**config.mk**
```make
export PLATFORM = sky130hd
export DESIGN_NAME = matmul_sequencer
export DESIGN_NICKNAME = d
export VERILOG_FILES = /design/src/rtl/matmul_pkg.sv /design/src/rtl/matmul_addr_gen.sv /design/src/rtl/matmul_sequencer.sv
export SDC_FILE = /design/constraint.sdc
export NUM_CORES = 1
export LEC_CHECK = 0
export CAP_MARGIN = 0
export CORE_MARGIN = 2
export CORE_UTILIZATION = 57
export DETAILED_ROUTE_END_ITERATION = 10
export PLACE_DENSITY = 0.84
export SKIP_CTS_REPAIR_TIMING = 1
export SLEW_MARGIN = 30
export SYNTH_ARGS = -nofsm -noshare
export SYNTH_HDL_FRONTEND = slang
export SYNTH_HIERARCHICAL = 1
export SYNTH_SLANG_ARGS = --single-unit
```
**constraint.sdc**
```tcl
create_clock -name clk -period 6.48 [get_ports clk]
set_input_delay 1.296 -clock clk [delete_from_list [all_inputs] [get_ports clk]]
set_output_delay 1.296 -clock clk [all_outputs]
set_load 0.05 [all_outputs]
```
**src/rtl/matmul_pkg.sv**
```systemverilog
// Shared constants, address-width helper and FSM state type for the matrix-multiply sequencer.
package matmul_pkg;

  localparam int unsigned MAT_MAX_SIZE  = 10;
  localparam int unsigned MAT_WIDTH_IN  = 8;
  localparam int unsigned MAT_WIDTH_OUT = 16;

  function automatic int unsigned addr_width(input int unsigned max_size);
    return (max_size * max_size > 1) ? $clog2(max_size * max_size) : 1;
  endfunction

  localparam int unsigned MAT_ADDR_W = addr_width(MAT_MAX_SIZE);

  typedef enum logic [1:0] {
    StIdle,
    StIssue,
    StDrain,
    StDone
  } state_e;

endpackage

```
**src/rtl/matmul_addr_gen.sv**
```systemverilog
// i/j/k loop counters (k fastest) and the A/B operand address arithmetic.
module matmul_addr_gen
  import matmul_pkg::*;
#(
  parameter int unsigned AddrW = MAT_ADDR_W
) (
  input  logic             clk,
  input  logic             rst_n,
  input  logic             clear_i,
  input  logic             step_i,
  input  logic [7:0]       n_i,
  output logic [AddrW-1:0] a_addr_o,
  output logic [AddrW-1:0] b_addr_o,
  output logic             k_zero_o,
  output logic             last_o
);

  logic [7:0] i_q, i_d, j_q, j_d, k_q, k_d;
  logic [7:0] n_m1;
  logic [31:0] a_full, b_full;

  assign n_m1 = n_i - 8'd1;

  always_comb begin
    i_d = i_q;
    j_d = j_q;
    k_d = k_q;
    if (clear_i) begin
      i_d = '0;
      j_d = '0;
      k_d = '0;
    end else if (step_i) begin
      if (k_q == n_m1) begin
        k_d = '0;
        if (j_q == n_m1) begin
          j_d = '0;
          i_d = (i_q == n_m1) ? 8'd0 : i_q + 8'd1;
        end else begin
          j_d = j_q + 8'd1;
        end
      end else begin
        k_d = k_q + 8'd1;
      end
    end
  end

  always_ff @(posedge clk or negedge rst_n) begin
    if (!rst_n) begin
      i_q <= '0;
      j_q <= '0;
      k_q <= '0;
    end else begin
      i_q <= i_d;
      j_q <= j_d;
      k_q <= k_d;
    end
  end

  assign a_full   = 32'(i_q) * 32'(n_i) + 32'(k_q);
  assign b_full   = 32'(k_q) * 32'(n_i) + 32'(j_q);
  assign a_addr_o = a_full[AddrW-1:0];
  assign b_addr_o = b_full[AddrW-1:0];
  assign k_zero_o = (k_q == 8'd0);
  assign last_o   = (i_q == n_m1) && (j_q == n_m1) && (k_q == n_m1);

endmodule

```
**src/rtl/matmul_sequencer.sv**
```systemverilog
// Square matrix-multiply sequencer: issues A/B reads into an external MAC, writes results.
// Optional MATMUL_SEQ_PERF_EN adds a 32-bit busy-cycle counter output.
module matmul_sequencer
  import matmul_pkg::*;
#(
  parameter int unsigned MAX_SIZE  = MAT_MAX_SIZE,
  parameter int unsigned WIDTH_IN  = MAT_WIDTH_IN,
  parameter int unsigned WIDTH_OUT = MAT_WIDTH_OUT,
  localparam int unsigned AddrW    = addr_width(MAX_SIZE)
) (
  input  logic                 clk,
  input  logic                 rst_n,
  input  logic                 start,
  input  logic [7:0]           size,
  output logic                 busy,
  output logic                 done,
  output logic                 err,
  output logic [AddrW-1:0]     a_addr,
  output logic [AddrW-1:0]     b_addr,
  input  logic [WIDTH_IN-1:0]  a_data,
  input  logic [WIDTH_IN-1:0]  b_data,
  output logic [WIDTH_IN-1:0]  mac_inA,
  output logic [WIDTH_IN-1:0]  mac_inB,
  output logic                 mac_clear,
  output logic                 mac_valid_in,
  input  logic [WIDTH_OUT-1:0] mac_out,
  input  logic                 mac_valid_out,
`ifdef MATMUL_SEQ_PERF_EN
  output logic [31:0]          cycles,
`endif
  output logic                 r_we,
  output logic [AddrW-1:0]     r_addr,
  output logic [WIDTH_OUT-1:0] r_data
);

  state_e state_q, state_d;
  logic [7:0] n_q, n_d, vcnt_q, vcnt_d;
  logic [AddrW-1:0] cell_q, cell_d;
  logic err_q, err_d, issue_v_q, issue_v_d, kzero_q, kzero_d;
  logic gen_clear, gen_step, k_zero, last_triple;
  logic size_ok, capture, last_cell;

  matmul_addr_gen #(
    .AddrW(AddrW)
  ) u_addr_gen (
    .clk     (clk),
    .rst_n   (rst_n),
    .clear_i (gen_clear),
    .step_i  (gen_step),
    .n_i     (n_q),
    .a_addr_o(a_addr),
    .b_addr_o(b_addr),
    .k_zero_o(k_zero),
    .last_o  (last_triple)
  );

  assign size_ok   = (size >= 8'd2) && (32'(size) <= MAX_SIZE);
  // Partial sums also arrive during ISSUE when the MAC is short; only the Nth per cell is kept.
  assign capture   = ((state_q == StIssue) || (state_q == StDrain)) && mac_valid_out;
  assign r_we      = capture && (vcnt_q == n_q - 8'd1);
  assign last_cell = (32'(cell_q) == 32'(n_q) * 32'(n_q) - 32'd1);

  always_comb begin
    state_d   = state_q;
    n_d       = n_q;
    vcnt_d    = vcnt_q;
    cell_d    = cell_q;
    err_d     = 1'b0;
    issue_v_d = 1'b0;
    kzero_d   = 1'b0;
    gen_clear = 1'b0;
    gen_step  = 1'b0;
    unique case (state_q)
      StIdle: begin
        if (start) begin
          if (size_ok) begin
            n_d       = size;
            vcnt_d    = '0;
            cell_d    = '0;
            gen_clear = 1'b1;
            state_d   = StIssue;
          end else begin
            err_d = 1'b1;
          end
        end
      end
      StIssue: begin
        gen_step  = 1'b1;
        issue_v_d = 1'b1;
        kzero_d   = k_zero;
        if (last_triple) state_d = StDrain;
      end
      StDrain: begin
        if (r_we && last_cell) state_d = StDone;
      end
      StDone: begin
        state_d = StIdle;
      end
    endcase
    if (capture) begin
      if (r_we) begin
        vcnt_d = '0;
        cell_d = cell_q + AddrW'(1);
      end else begin
        vcnt_d = vcnt_q + 8'd1;
      end
    end
  end

  always_ff @(posedge clk or negedge rst_n) begin
    if (!rst_n) begin
      state_q   <= StIdle;
      n_q       <= '0;
      vcnt_q    <= '0;
      cell_q    <= '0;
      err_q     <= 1'b0;
      issue_v_q <= 1'b0;
      kzero_q   <= 1'b0;
    end else begin
      state_q   <= state_d;
      n_q       <= n_d;
      vcnt_q    <= vcnt_d;
      cell_q    <= cell_d;
      err_q     <= err_d;
      issue_v_q <= issue_v_d;
      kzero_q   <= kzero_d;
    end
  end

  // Operand data returns one cycle after its address, aligned with issue_v_q.
  assign mac_valid_in = issue_v_q;
  assign mac_clear    = issue_v_q & kzero_q;
  assign mac_inA      = issue_v_q ? a_data : '0;
  assign mac_inB      = issue_v_q ? b_data : '0;
  assign busy         = (state_q == StIssue) || (state_q == StDrain);
  assign done         = (state_q == StDone);
  assign err          = err_q;
  assign r_addr       = cell_q;
  assign r_data       = r_we ? mac_out : '0;

`ifdef MATMUL_SEQ_PERF_EN
  logic [31:0] cycles_q, cycles_d;

  always_comb begin
    cycles_d = cycles_q;
    if ((state_q == StIdle) && start && size_ok) begin
      cycles_d = '0;
    end else if (busy) begin
      cycles_d = cycles_q + 32'd1;
    end
  end

  always_ff @(posedge clk or negedge rst_n) begin
    if (!rst_n) cycles_q <= '0;
    else        cycles_q <= cycles_d;
  end

  assign cycles = cycles_q;
`endif

endmodule

```
After elaboration in Yosys (flattened, before gate mapping)
Cells that the tools add are included.
{"block": "totals", "register_bits": 52, "elab_cells": 95, "out_inout_bits": 59}
{"block": "op_classes", "bitwise": 1, "n_reduce_logical": 20, "n_eq_ne": 12, "add_sub_neg": 9, "mul": 3, "order_cmp": 2, "n_mux": 38}
{"op": "8-bit two-way mux", "count": 19}
{"op": "7-bit two-way mux", "count": 5}
{"op": "8-bit by 1-bit adder with 8-bit output, second input constant", "count": 4}
{"op": "7-bit by 32-bit == test with 1-bit output", "count": 1}
{"op": "8-bit == test", "count": 4}
{"op": "16-bit by 1-bit subtractor with 17-bit output, second input constant", "count": 1}
{"op": "8-bit by 8-bit multiplier with 16-bit output", "count": 1}
{"op": "8-bit by 8-bit multiplier with 7-bit output", "count": 2}
{"op": "16-bit two-way mux", "count": 1}
{"op": "7-bit adder", "count": 2}
{"op": "2-bit nonzero test", "count": 6}
{"op": "3-bit AND reduction", "count": 3}
{"op": "8-bit by 2-bit >= comparator with 1-bit output, second input constant", "count": 1}
{"op": "8-bit by 4-bit less-or-equal comparator with 1-bit output, second input constant", "count": 1}
{"op": "8-bit logical NOT", "count": 1}
{"op": "1-bit two-way mux", "count": 8}
{"op": "2-bit two-way mux", "count": 4}
{"op": "2-bit case mux with 4 select lines", "count": 1}
{"op": "8-bit by 1-bit subtractor with 8-bit output, second input constant", "count": 1}
{"op": "7-bit by 1-bit adder with 7-bit output, second input constant", "count": 1}
{"op": "1-bit logical AND", "count": 6}
{"op": "2-bit != test, second input constant", "count": 3}
{"op": "2-bit == test, second input constant", "count": 2}
{"op": "4-bit AND reduction", "count": 1}
{"op": "other kinds (6)", "count": 6}

Depth between registers and ports, before layout
{"block": "depth", "ltp_word": 7, "mapped_depth": 19, "mapped_depth_nobuf": 18}

Hierarchy
Netlist, hierarchy kept.
{"module": "matmul_sequencer", "instances": 1, "area_each_um2": 3828.7, "cells_each": 449, "seq_area_each_um2": 700.7}
{"module": "matmul_addr_gen", "instances": 1, "area_each_um2": 3713.6, "cells_each": 433, "seq_area_each_um2": 600.6}

Worst setup path before layout
OpenSTA, ideal clock, no wires.
{"block": "synth_timing", "path_type": "register to output", "startpoint": "register n_q[3]", "endpoint": "output b_addr[6]", "t_arrival_ns": 4.459, "path_stages_with_launch": 15, "slack_ns": 0.725, "cell_sequence": "dfrtp_1 buf_2 clkbuf_1 nand2_1 fa_1 fa_1 inv_1 fa_1 inv_1 fa_1 inv_1 ha_1 a21oi_1 xnor2_1 xnor2_1"}
{"block": "synth_via", "elab_chain_cells": 2}
{"element": "start: declaration", "line_no": "matmul_sequencer.sv:37", "source": "logic [7:0] n_q, n_d, vcnt_q, vcnt_d;"}
{"element": "start signal: assignment", "line_no": "matmul_sequencer.sv:121", "source": "n_q <= n_d;"}
{"element": "8-bit by 8-bit multiplier with 7-bit output", "line_no": "matmul_addr_gen.sv:60", "source": "assign b_full = 32'(k_q) * 32'(n_i) + 32'(j_q);"}
{"element": "7-bit adder", "line_no": "matmul_addr_gen.sv:60"}
{"element": "end: declaration", "line_no": "matmul_sequencer.sv:19", "source": "output logic [AddrW-1:0] b_addr,"}
No other way between the ends.

Worst setup path in the final report
{"block": "layout_timing", "startpoint": "register n_q[2]", "endpoint": "output b_addr[5]"}
The elaborated chain is that of the path after synthesis.

==> qor.yml <==
cts:
  cts.clk_slew.worst_paths_ns: 0.07
  htree_levels: 2
  cts_sinks: 52
  clk_latency_ns: 0.30
  cts_made_buffers: 5
  cts_root_buf: "clkbuf_16"
  cts_buffer_depth: 2
  cts_tree: "built"
synthesis:
  synth.top_cell.area_share_pct: 17.3
  yosysWarnings: 6
  synth_common_cells: "inv_1, nand2_1, ha_1, and2_1, xnor2_1"
  yosysTopAreaCell: "dfrtp_1"
  syn-num-nets: 1058
  ys_types: 75
  netlist_area_sq_um: 7540
  synth_area_leaders: "dfrtp_1, fa_1, ha_1"
  yosys_register_bits: 52
  syn_inst: 882
  synth-edff-count: 0
  avgSynthCellArea_sq_um: 8.55
  yosysSeqAreaShare_pct: 17.3
  async_reset_ff_share_pct: 100
  synth_top_flop_cell: "dfrtp_1"
  synth.most_common_cell: "inv_1"
cells_and_area:
  seqCellArea_sq_um: 1300
  antenna_cells: 0
  multi_input_area_sq_um: 5650
  layout.cells.non_filler: 1136
  fin_nets: 1135
  fillers: 1047
  area_growth_pct: 17.2
  final_core_util_pct: 67.5
  drive_gt1_share_pct: 4.90
worst_setup_path:
  crit_end: "b_addr[5]"
  start_kind: "register"
  worstSetupPathType: "reg2out"
  worst_r2r_endpoint: "state_q[1]"
  crit_fanout: 21
  crit_chain: "buf_4, nand2_1, fa_1, inv_1, ha_1, fa_1, inv_1, fa_1, inv_1, ha_1, xnor2_1, clkdlybuf4s50_1"
  worst-endpoint-required_ns: 5.18
  critPathCaptureType: "primary output"
  regToRegSetupSlack_ns: 0.94
  cp.arrival_ns: 4.58
  rr_startpoint: "n_q[5]"
  cp_slowest_cell: "clkdlybuf4s50_1"
  reg2reg_depth: 17
  setup.worst_path.start: "n_q[2]"
  cp_slowest_stage_delay_ns: 0.81
sta:
  finalCritPeriodShare_pct: 90.6
  min_period_ns: 5.87
  drv_slew: 0
  relSlewSlack_pct: 46.1
  rsz0062_at_grt: "no"
  setup_ws_ns: 0.607
  setup_tns_ns: 0
  final_hold_viol_count: 0
  worst_pin_slew_ns: 0.808
  setup_viol: 0
  max_freq_mhz: 170
  clock_skew_ns: 0.00716
global_route:
  grtUsageMet3_pct: 2.97
  grtUsageMet2_pct: 44.5
  grt.met1_usage_pct: 33.0
  grt.total_usage_pct: 25.3
  grt_pass1_wl_um: 29700
  grt_max_degree: 53
  grt_pass1_vias: 6282
  grt-ovfl-total: 0
  antenna_found_initial: 0
  grt_busiest_layer: "met2"
placement:
  hpwl_um: 13300
  pre_cts_ws_ns: 0.911
  io_buffers: 102
  place.gp.congestion: 0.892
  place_inst: 1128
route:
  first_iter_violations: 428
  wl_per_cell_um: 15.2
  wirelength_um: 17200
  drt_first_pass_iters: 5
  ant_nets: 0
  drc_errors: 0
  vias: 6326
  viasPerCell: 5.57
floorplan:
  io_pins: 103
  rows: 42
  core_area_sq_um: 13100
  dieArea_sq_um: 14200
  initial_utilization_pct: 57.6
  die_y_um: 119
  fp.dieW_um: 119
outcome:
  status: "finished clean"
flow_run:
  max-cap-violations: 0
worst_hold_path:
  holdCritPathClass: "reg2reg"
## kinds of logic (layout without fill, tap and decap cells)
group / Yosys count / in the layout / share of synthesized area (%)
adders and majority gates: 132 / 132 / 27.2
muxes: 10 / 10 / 1.43
xor gates and xnor gates: 92 / 92 / 11.6
AOI/OAI and AO/OA: 128 / 128 / 11.2
and+or+nand+nor: 317 / 317 / 23.4
buffers and inverters: 151 / 229 / 7.90
DFF: 52 / 52 / 17.3
## routing by layer
layer | wire (um) | vias to the layer above | part of all wire [%]
met3 | 826 | 34 | 4.8
li1 | - | 3080 | -
met5 | 0 | - | 0
met1 | 7440 | 3017 | 43
met4 | 354 | 0 | 2.1
met2 | 8620 | 195 | 50
## cell type report
type                    instances  area share (%)
multi-input cells             679            63.9
flip-flops and latches         52            14.7
repair buffers                113            12.4
inverters                     108            4.59
well taps                     176            2.49
clock buffers                   6            1.46
clock inverters                 2           0.439
## critical path: cells and delay by family, from the launching register on
family	cells	cell delay (ns)
adders and majority gates	5	2.18
buffers and inverters	5	1.30
DFF	1	0.53
xor gates and xnor gates	1	0.15
and+or+nand+nor	1	0.12
## sequential cells by signal, indices dropped and copies added (netlist names)
signal and flops:
state_q 2, u_addr_gen/j_q 8, n_q 8, u_addr_gen/k_q 8
err 1, mac_valid_in 1, kzero_q 1, vcnt_q 8
u_addr_gen/i_q 8, r_addr 7
## placed cells by master, fill, tap and decap left out, types with 4 or more instances in the layout
cell	count
mux2_2	5
nand2_1	86
clkbuf_16	5
a31oi_1	4
or3_1	14
a21oi_1	29
nand2b_1	8
mux2i_1	4
buf_4	12
xor2_1	31
xnor3_1	5
o21a_1	4
a21o_1	12
inv_1	108
nand3_1	23
nor3_1	10
nand4_1	8
o21ai_0	36
nor4_1	4
o211ai_1	8
xnor2_1	56
ha_1	79
or4b_1	5
and3_1	12
clkdlybuf4s50_1	100
fa_1	53
and2_1	68
nor2b_1	9
o31ai_1	4
dfrtp_1	52
nor2_1	41
## through the flow
stage	hold WS (ns)	cell area, sq um
3_5_place_dp	0.531	8670
4_1_cts	0.544	8840
6_report	0.549	8840
5_1_grt	0.566	8840
2_1_floorplan	0.465	7540
3_3_place_gp	0.502	8670
## worst min path at each step
stage | startpoint | to | slack [ns] | cells past startpoint
6_report | vcnt_q[7] | vcnt_q[7] | 0.55 | 1
4_1_cts | vcnt_q[7] | vcnt_q[7] | 0.54 | 1
5_1_grt | vcnt_q[7] | vcnt_q[7] | 0.57 | 1
3_5_place_dp | vcnt_q[7] | vcnt_q[7] | 0.53 | 1
3_3_place_gp | vcnt_q[7] | vcnt_q[7] | 0.50 | 1
2_1_floorplan | vcnt_q[7] | vcnt_q[7] | 0.47 | 1
Power is left out: the tool's default activity adds up to more than one toggle a clock period on the data nets, which glitch-free logic cannot reach.
